File: src/rtl/fpu_int_pkg.sv
// Shared constants and state encodings for the FPU integer units (squarer side).
package fpu_int_pkg;

  localparam int unsigned SQ_RW = 35;
  localparam int unsigned SQ_VW = 2 * SQ_RW;

  localparam logic [1:0] SQ_IDLE = 2'd0;
  localparam logic [1:0] SQ_MUL  = 2'd1;
  localparam logic [1:0] SQ_FIN  = 2'd2;

endpackage

File: src/rtl/square_int.sv
// Multi-cycle radix-2 shift-add integer squarer returning root^2 (plus rem when the
// SQUARE_REM_EN macro is defined, reconstructing a square-root radicand).
module square_int
  import fpu_int_pkg::*;
#(
  parameter int unsigned RW = SQ_RW
) (
  input  logic            clk,
  input  logic            reset,
  input  logic            enable,
  input  logic [RW-1:0]   root,
`ifdef SQUARE_REM_EN
  input  logic [RW:0]     rem,
  output logic            rem_bad,
`endif
  output logic [2*RW-1:0] value,
  output logic            busy,
  output logic            done
);

  localparam int unsigned VW = 2 * RW;

  logic [1:0]    state_q, state_d;
  logic [VW-1:0] mcand_q;
  logic [RW-1:0] mplier_q;
  logic [RW-1:0] mplier_shr;
  logic [VW-1:0] acc_q;
  logic [VW-1:0] value_q;
  logic          done_q;
  logic [VW-1:0] addend;
  logic [VW-1:0] sum;

`ifdef SQUARE_REM_EN
  logic [RW:0]   rem_q;
  logic          rem_bad_pend_q;
  logic          rem_bad_q;
`endif

  assign mplier_shr = mplier_q >> 1;

  // Single adder: partial products during MUL, remainder (or zero) during FIN.
  always_comb begin
    addend = '0;
    if (state_q == SQ_MUL) begin
      addend = mcand_q;
    end else begin
`ifdef SQUARE_REM_EN
      addend = {{(VW-RW-1){1'b0}}, rem_q};
`else
      addend = '0;
`endif
    end
    sum = acc_q + addend;
  end

  always_comb begin
    state_d = state_q;
    case (state_q)
      SQ_IDLE: if (enable)             state_d = SQ_MUL;
      SQ_MUL:  if (mplier_shr == '0)   state_d = SQ_FIN;
      SQ_FIN:                          state_d = SQ_IDLE;
      default:                         state_d = SQ_IDLE;
    endcase
  end

  always_ff @(posedge clk) begin
    if (reset) begin
      state_q        <= SQ_IDLE;
      mcand_q        <= '0;
      mplier_q       <= '0;
      acc_q          <= '0;
      value_q        <= '0;
      done_q         <= 1'b0;
`ifdef SQUARE_REM_EN
      rem_q          <= '0;
      rem_bad_pend_q <= 1'b0;
      rem_bad_q      <= 1'b0;
`endif
    end else begin
      state_q <= state_d;
      done_q  <= 1'b0;
      case (state_q)
        SQ_IDLE: begin
          if (enable) begin
            mcand_q  <= {{RW{1'b0}}, root};
            mplier_q <= root;
            acc_q    <= '0;
`ifdef SQUARE_REM_EN
            rem_q          <= rem;
            rem_bad_pend_q <= (rem > {root, 1'b0});
`endif
          end
        end
        SQ_MUL: begin
          if (mplier_q[0]) acc_q <= sum;
          mcand_q  <= mcand_q << 1;
          mplier_q <= mplier_shr;
        end
        SQ_FIN: begin
          value_q <= sum;
          done_q  <= 1'b1;
`ifdef SQUARE_REM_EN
          rem_bad_q <= rem_bad_pend_q;
`endif
        end
        default: ;
      endcase
    end
  end

  assign value = value_q;
  assign done  = done_q;
  assign busy  = (state_q != SQ_IDLE);
`ifdef SQUARE_REM_EN
  assign rem_bad = rem_bad_q;
`endif

endmodule

File: config.mk
export PLATFORM = sky130hd
export DESIGN_NAME = square_int
export DESIGN_NICKNAME = d
export VERILOG_FILES = /design/src/rtl/fpu_int_pkg.sv /design/src/rtl/square_int.sv
export SDC_FILE = /design/constraint.sdc
export NUM_CORES = 1
export LEC_CHECK = 0
export CORE_MARGIN = 10
export CORE_UTILIZATION = 53
export DETAILED_ROUTE_END_ITERATION = 16
export PLACE_DENSITY_LB_ADDON = 0.08
export SLEW_MARGIN = 40
export SYNTH_ARGS = -nofsm -noshare
export SYNTH_HDL_FRONTEND = slang
export SYNTH_SLANG_ARGS = --single-unit
File: constraint.sdc
create_clock -name clk -period 3.85 [get_ports clk]
set_clock_uncertainty 0.1 [all_clocks]
set_input_delay 0.385 -clock clk [delete_from_list [all_inputs] [get_ports clk]]
set_output_delay 0.385 -clock clk [all_outputs]
set_load 0.05 [all_outputs]
==> results of run 1 <==
-- cell type report --
| cell class | instances | share of cell area (%) |
|---|---|---|
| Clock inverter | 8 | 0.490 |
| Timing Repair Buffer | 182 | 10.9 |
| Tap cell | 324 | 2.56 |
| Inverter | 22 | 0.522 |
| Sequential cell | 248 | 31.4 |
| Clock buffer | 38 | 4.91 |
| Multi-Input combinational cell | 1286 | 49.3 |
-- per-layer routing --
layer  routed length [µm]  up-vias  track usage, %
met5                    0        -               0
met4                  734        0            6.09
met3                 1970       45            2.60
met2                17500      328            38.2
met1                17300     5771            30.8
li1                     -     6129               -
-- cell families (layout without fill, tap and decap cells) --
kind of cell / count (synthesis) / count (layout) / share of synthesized area [%]
AND/OR/NAND/NOR: 584 / 584 / 20.1
AO/OA/AOI/OAI: 564 / 564 / 26.5
flip-flops: 248 / 248 / 38.0
buffers and inverters: 141 / 250 / 4.05
adder cells (fa/ha/maj): 70 / 70 / 6.76
XOR/XNOR: 68 / 68 / 4.56
-- placed cells by master (no fill, tap or decap), types with 17 or more instances in the layout --
cell | synthesis | final
a21o_1 | 37 | 37
a21oi_1 | 186 | 174
a22o_1 | 32 | 32
a22oi_1 | 29 | 29
a31oi_1 | 82 | 79
and2_1 | 72 | 72
buf_4 | 0 | 67
clkbuf_16 | 0 | 28
clkdlybuf4s50_1 | 0 | 108
dfxtp_1 | 248 | 248
ha_1 | 69 | 65
inv_1 | 22 | 21
nand2_1 | 286 | 285
nand4_1 | 30 | 30
nor2_1 | 123 | 118
o21ai_0 | 115 | 113
o21bai_1 | 19 | 17
xnor2_1 | 40 | 40
xor2_1 | 28 | 28
-- stage by stage --
step / total power, mW / instance area [µm²]
floorplan: 2.98 / 13100
global placement: 3.14 / 14600
detailed placement: 3.16 / 14700
CTS: 5.65 / 15600
global route: 5.82 / 15800
finish: 5.63 / 15800
-- power by group through the flow --
stage / Clock [mW] / Combinational (mW) / Sequential (mW)
final: 2.50 / 0.437 / 2.69
after global routing: 2.65 / 0.480 / 2.69
after CTS: 2.55 / 0.421 / 2.69
after detailed placement: 0 / 0.413 / 2.74
after global placement: 0 / 0.399 / 2.74
after floorplan: 0 / 0.266 / 2.72
-- registers in the layout, summed over array words and instances, names as in the netlist --
| register | count |
|---|---|
| acc_q | 70 |
| done | 1 |
| mcand_q | 70 |
| mplier_q | 35 |
| state_q | 2 |
| value | 70 |
-- repair_timing --
action	4_1_cts	5_1_grt
pin swaps	0	13
hold buffers	0	0
gates resized for setup	1	42
endpoints found under the setup margin	6	29
setup buffers	3	7
gates cloned	0	1
-- worst max path at each step --
stage,slack [ps],cells after the start,end
after floorplan,30,17,value[55]
after global placement,70,15,value[66]
after detailed placement,-130,15,value[66]
after CTS,60,15,value[66]
after global routing,-30,18,acc_q[69]
final,170,17,value[55]
-- worst max-delay path: stages (launching register included) --
cell      delay, ps
dfxtp_1         340
nor2b_4         200
buf_12          130
buf_4           110
and2_1          150
ha_1            240
buf_4           160
a21oi_1         130
nor2_1           70
nor4_2          320
nand2_1         140
o21ba_4         240
a21bo_2         240
a31oi_4         200
o21a_1          200
o21bai_2        100
and4_1          200
a311o_1         300
==> metrics.md, run 1 <==
| Metric | Value |
|---|---|
| Worst reg2reg path depth | `17` |
| R2r endpoint | `value[55]` |
| GP Congestion | `0.940` |
| Routed Antenna Nets | `0` |
| Share of cells above drive strength 1 | `9.59%` |
| H-tree Lvls | `1` |
| Area of the multi-input gates | `7800 µm²` |
| Post-Route Setup TNS | `0 ps` |
| Hold slack | `261 ps` |
| Max Cap Violations | `0` |
| Slew Viols, Final | `0` |
| TritonCTS Sinks | `248` |
| Final setup fails | `0` |
| Clock Latency Late Sink | `540 ps` |
| Area growth syn-to-layout | `21.1%` |
| Asr flop ratio synth | `0%` |
| Fillers | `2,184` |
| Switching pwr | `1.37 mW` |
| Largest area contributor in the netlist | `dfxtp_1` |
| R2R setup slack | `170 ps` |
| DR vias/cell | `5.82` |
| Reg area | `4960 µm²` |
| Endpoints failing hold | `0` |
| Drt drc | `0` |
| Root buffer cell | `clkbuf_16` |
| Yosys warns | `0` |
| Final worst-path cycle share | `95.7%` |
| Mean Syn Cell Area | `7.80 µm²` |
| Peak VDD IR | `0.309 mV` |
| Die extent in y | `177 µm` |
| Total Routed Length | `37,500 µm` |
| Clock power frac | `44.5%` |
| P_int | `4.26 mW` |
| Ports | `110` |
| Layout Nets | `1,875` |
| Finished Layout Cells | `2,108` |
| Sw Share | `24.3%` |
| Tot GR Track Use | `23.0%` |
| Worst Path Required | `4170 ps` |
| Via Count | `12,300` |
| Fin crit period | `3680 ps` |
| Synthesized area | `13,100 µm²` |
| Grt total ovfl | `0` |
| Startpoint Class | `flop` |
| Initial antenna violation count | `0` |
| Synth Net Count | `1,783` |
| Worst slew pin tran | `678 ps` |
| IO buf count | `109` |
| Crit Path Class | `flop to flop` |
| Register area share after synthesis | `38.0%` |
| Vias in the first global route | `11,900` |
| WL/cell | `17.8 µm` |
| CP Capture Type | `flop` |
| Worst slack at placement | `-133 ps` |
| Area share of the largest cell type after synthesis | `38.0%` |
| DRT Pass-1 Iters | `6` |
| Yosys reg bits | `248` |
| Hold path startpoint | `reset` |
| CTS buffer count | `27` |
| Comb pwr share | `7.8%` |
| Min-Delay Path Class | `input pin to flop` |
| Post-DP HPWL | `26,500 µm` |
| Hold endpoint | `mcand_q[69]` |
| Worst hold stages | `2` |
| Worst-path clk slew | `60 ps` |
| CP arrival | `4000 ps` |
| Die width | `177 µm` |
| Rel. slew slack | `54.8%` |
| Syn Inst Count | `1,675` |
| Row cnt | `57` |
| Die ar. | `31,300 µm²` |
| Synth top area cells | `dfxtp_1 (38%), nand2_1 (8.2%), a21oi_1 (7.1%)` |
| Leakage | `6.28 nW` |
| Diode count | `0` |
| Initial core utilization | `53.7%` |
| Initial drt markers | `856` |
| Core ar. | `24,300 µm²` |
| Worst r2r src | `state_q[0]` |
| Max FO, Critical Path | `9` |
| Post-layout util | `65.1%` |
| Largest net degree at the start of global routing | `71` |
| Maximum clock insertion buffer count | `3` |
| EDFF count, synth | `0` |
| Post-synth top cells | `nand2_1 (286), dfxtp_1 (248), a21oi_1 (186), nor2_1 (123), o21ai_0 (115)` |
| Worst Setup SP | `state_q[0]` |
| Fmax achieved | `0.271 GHz` |
| Top-count cell post-synth | `nand2_1` |
| Count of cell types in the netlist | `55` |
| Status | `complete, no violations` |
| Dpl cells | `2,051` |
| Most used flip-flop cell after synthesis | `dfxtp_1` |
| CTS tree | `yes` |
| Reg power frac | `47.8%` |
| First-pass GRT wire length | `60,500 µm` |
| Pwr dens | `356 nW/µm²` |
| Final worst slack | `166 ps` |
(Power assumes the default switching activity.)
==> run 2, diff against run 1 <==
--- a/config.mk
+++ b/config.mk
@@ -6,7 +6,8 @@
 export NUM_CORES = 1
 export LEC_CHECK = 0
 export CORE_MARGIN = 10
-export CORE_UTILIZATION = 53
+export CORE_UTILIZATION = 55
+export CTS_BUF_LIST = sky130_fd_sc_hd__clkbuf_2
 export DETAILED_ROUTE_END_ITERATION = 16
 export PLACE_DENSITY_LB_ADDON = 0.08
 export SLEW_MARGIN = 40
==> run 2 against run 1 <==
Against the previous run: non-clock buffer count is 6 lower; clock power is 27% lower; combinational power is 3% lower; via count is 1.8% higher; routed wire length is 0.32% lower; setup slack worse by 17 ps; total power is 13% lower; first-iteration DRC count is 17% lower; critical path depth is 1 lower; sequential cell count stayed put; sequential power hardly changed.
==> metrics.md, run 2 (synthesized netlist as in run 1, its figures left out) <==
| Metric | Value |
|---|---|
| Status | `complete, no violations (unchanged)` |
| Tot GR Track Use | `24.1% (was 23.0%)` |
| Worst slew pin tran | `735 ps (was 678 ps)` |
| Drt drc | `0 (unchanged)` |
| Worst Path Required | `4470 ps (was 4170 ps)` |
| Initial core utilization | `55.8% (was 53.7%)` |
| Hold path startpoint | `root[30] (was reset)` |
| Min-Delay Path Class | `input pin to flop (unchanged)` |
| Final worst-path cycle share | `96.1% (was 95.7%)` |
| Peak VDD IR | `0.279 mV (was 0.309 mV)` |
| Final worst slack | `149 ps (was 166 ps)` |
| Share of cells above drive strength 1 | `11.0% (was 9.59%)` |
| Vias in the first global route | `12,400 (was 11,900)` |
| Die ar. | `30,300 µm² (was 31,300 µm²)` |
| Area growth syn-to-layout | `18.0% (was 21.1%)` |
| H-tree Lvls | `3 (was 1)` |
| Max Cap Violations | `0 (unchanged)` |
| Commonest non-fill, non-tap cell in the layout | `nand2_1 (unchanged)` |
| Post-DP Area | `14,700 µm² (about the same)` |
| Most frequent cells in the layout | `nand2_1 (286), dfxtp_1 (248), a21oi_1 (180) (was nand2_1 (285), dfxtp_1 (248), a21oi_1 (174))` |
| Root buffer cell | `clkbuf_2 (was clkbuf_16)` |
| Maximum clock insertion buffer count | `3 (unchanged)` |
| Slew Viols, Final | `0 (unchanged)` |
| Ports | `110 (unchanged)` |
| Worst-path clk slew | `100 ps (was 60 ps)` |
| First-pass GRT wire length | `61,700 µm (was 60,500 µm)` |
| Layout Nets | `1,909 (was 1,875)` |
| Leakage | `6.24 nW (was 6.28 nW)` |
| Final setup fails | `0 (unchanged)` |
| Grt total ovfl | `0 (unchanged)` |
| GP Congestion | `0.964 (was 0.940)` |
| TritonCTS Sinks | `248 (unchanged)` |
| Pwr dens | `319 nW/µm² (was 356 nW/µm²)` |
| Initial drt markers | `710 (was 856)` |
| Rel. slew slack | `50.5% (was 54.8%)` |
| IO buf count | `109 (unchanged)` |
| Core ar. | `23,400 µm² (was 24,300 µm²)` |
| Finished Layout Cells | `2,161 (was 2,108)` |
| Total Routed Length | `37,400 µm (was 37,500 µm)` |
| Clock Latency Late Sink | `830 ps (was 540 ps)` |
| Post-route cell area | `15,400 µm² (was 15,800 µm²)` |
| CP Capture Type | `flop (unchanged)` |
| DRT Pass-1 Iters | `5 (was 6)` |
| Worst slack at placement | `-6.80 ps (was -133 ps)` |
| RSZ-0062 raised after global routing | `true` |
| Worst Setup SP | `state_q[0] (unchanged)` |
| Die width | `174 µm (was 177 µm)` |
| Fmax achieved | `0.270 GHz (was 0.271 GHz)` |
| WL/cell | `17.3 µm (was 17.8 µm)` |
| Design Power | `4.92 mW (was 5.63 mW)` |
| Die extent in y | `174 µm (was 177 µm)` |
| Routed Antenna Nets | `0 (unchanged)` |
| DR vias/cell | `5.78 (was 5.82)` |
| Fin crit period | `3700 ps (was 3680 ps)` |
| Row cnt | `56 (was 57)` |
| Worst r2r src | `state_q[0] (unchanged)` |
| Initial antenna violation count | `1 (was 0)` |
| CP arrival | `4320 ps (was 4000 ps)` |
| Crit Path Class | `flop to flop (unchanged)` |
| Via Count | `12,500 (was 12,300)` |
| Startpoint Class | `flop (unchanged)` |
| Max FO, Critical Path | `10 (was 9)` |
| Largest net degree at the start of global routing | `80 (was 71)` |
| Endpoints failing hold | `0 (unchanged)` |
| Post-layout util | `65.9% (was 65.1%)` |
| Post-DP HPWL | `26,800 µm (was 26,500 µm)` |
| Dpl cells | `2,046 (was 2,051)` |
| CTS buffer count | `66 (was 27)` |
| CTS tree | `yes (unchanged)` |
[run 2: power by group]
| part | switching, mW | total (mW) | internal [mW] |
|---|---|---|---|
| Clock | 1.07 | 1.82 | 0.742 |
| Combinational | 0.266 | 0.423 | 0.157 |
| Sequential | 0.0542 | 2.68 | 2.63 |
| Total | 1.39 | 4.92 | 3.53 |
[run 2: stage by stage]
step           hold WS, ps  TNS, ps
6_report              66.1        0
4_1_cts               3.73        0
3_5_place_dp           345    -10.6
5_1_grt               19.3     -143
2_1_floorplan          330        0
3_3_place_gp           338        0
[run 2: cell type report]
| class | count | area (µm²) |
|---|---|---|
| Clock buffer | 86 | 430 |
| Inverter | 22 | 82.6 |
| Clock inverter | 22 | 140 |
| Timing Repair Buffer | 176 | 1670 |
| Fill cell | 2146 | 7980 |
| Tap cell | 319 | 399 |
| Sequential cell | 248 | 4960 |
| Antenna cell | 1 | 2.50 |
| Multi-Input combinational cell | 1287 | 7720 |
[run 2: worst max-delay path: stages (launching register included)]
cell and delay (ps):
dfxtp_1 380, nor2b_2 360, and2_1 200, ha_1 270, buf_4 160, a21oi_1 130
nor2_1 70, nor4_2 330, nand2_1 120, o21ba_2 250, a31oi_4 250, o211ai_1 250
buf_4 220, a21oi_1 190, xnor2_1 170, nand2_1 80, a21oi_1 120
[run 2: path summary, 6_finish.rpt]
| path | endpoint | slack (ps) | cells after the start |
|---|---|---|---|
| worst max register to register | value[63] | 150 | 16 |
| worst min-delay path | mplier_q[30] | 70 | 3 |
| worst min register to register | value[50] | 360 | 2 |
| worst max-delay path | value[63] | 150 | 16 |
[run 2: layer usage]
layer	GRT usage, %	wire length [µm]	vias up
li1	-	-	6233
met1	30.2	16900	5832
met3	4.85	2050	71
met2	40.2	17500	362
met4	8.55	925	0
met5	0	0	-
[run 2: what timing repair did]
item,CTS,global route
resized for setup,0,23
buffers inserted,0,2
hold buffers,1,0
pin swaps,0,5
hold endpoints to repair,23,0
cloned,1,0
setup endpoints to repair,3,36
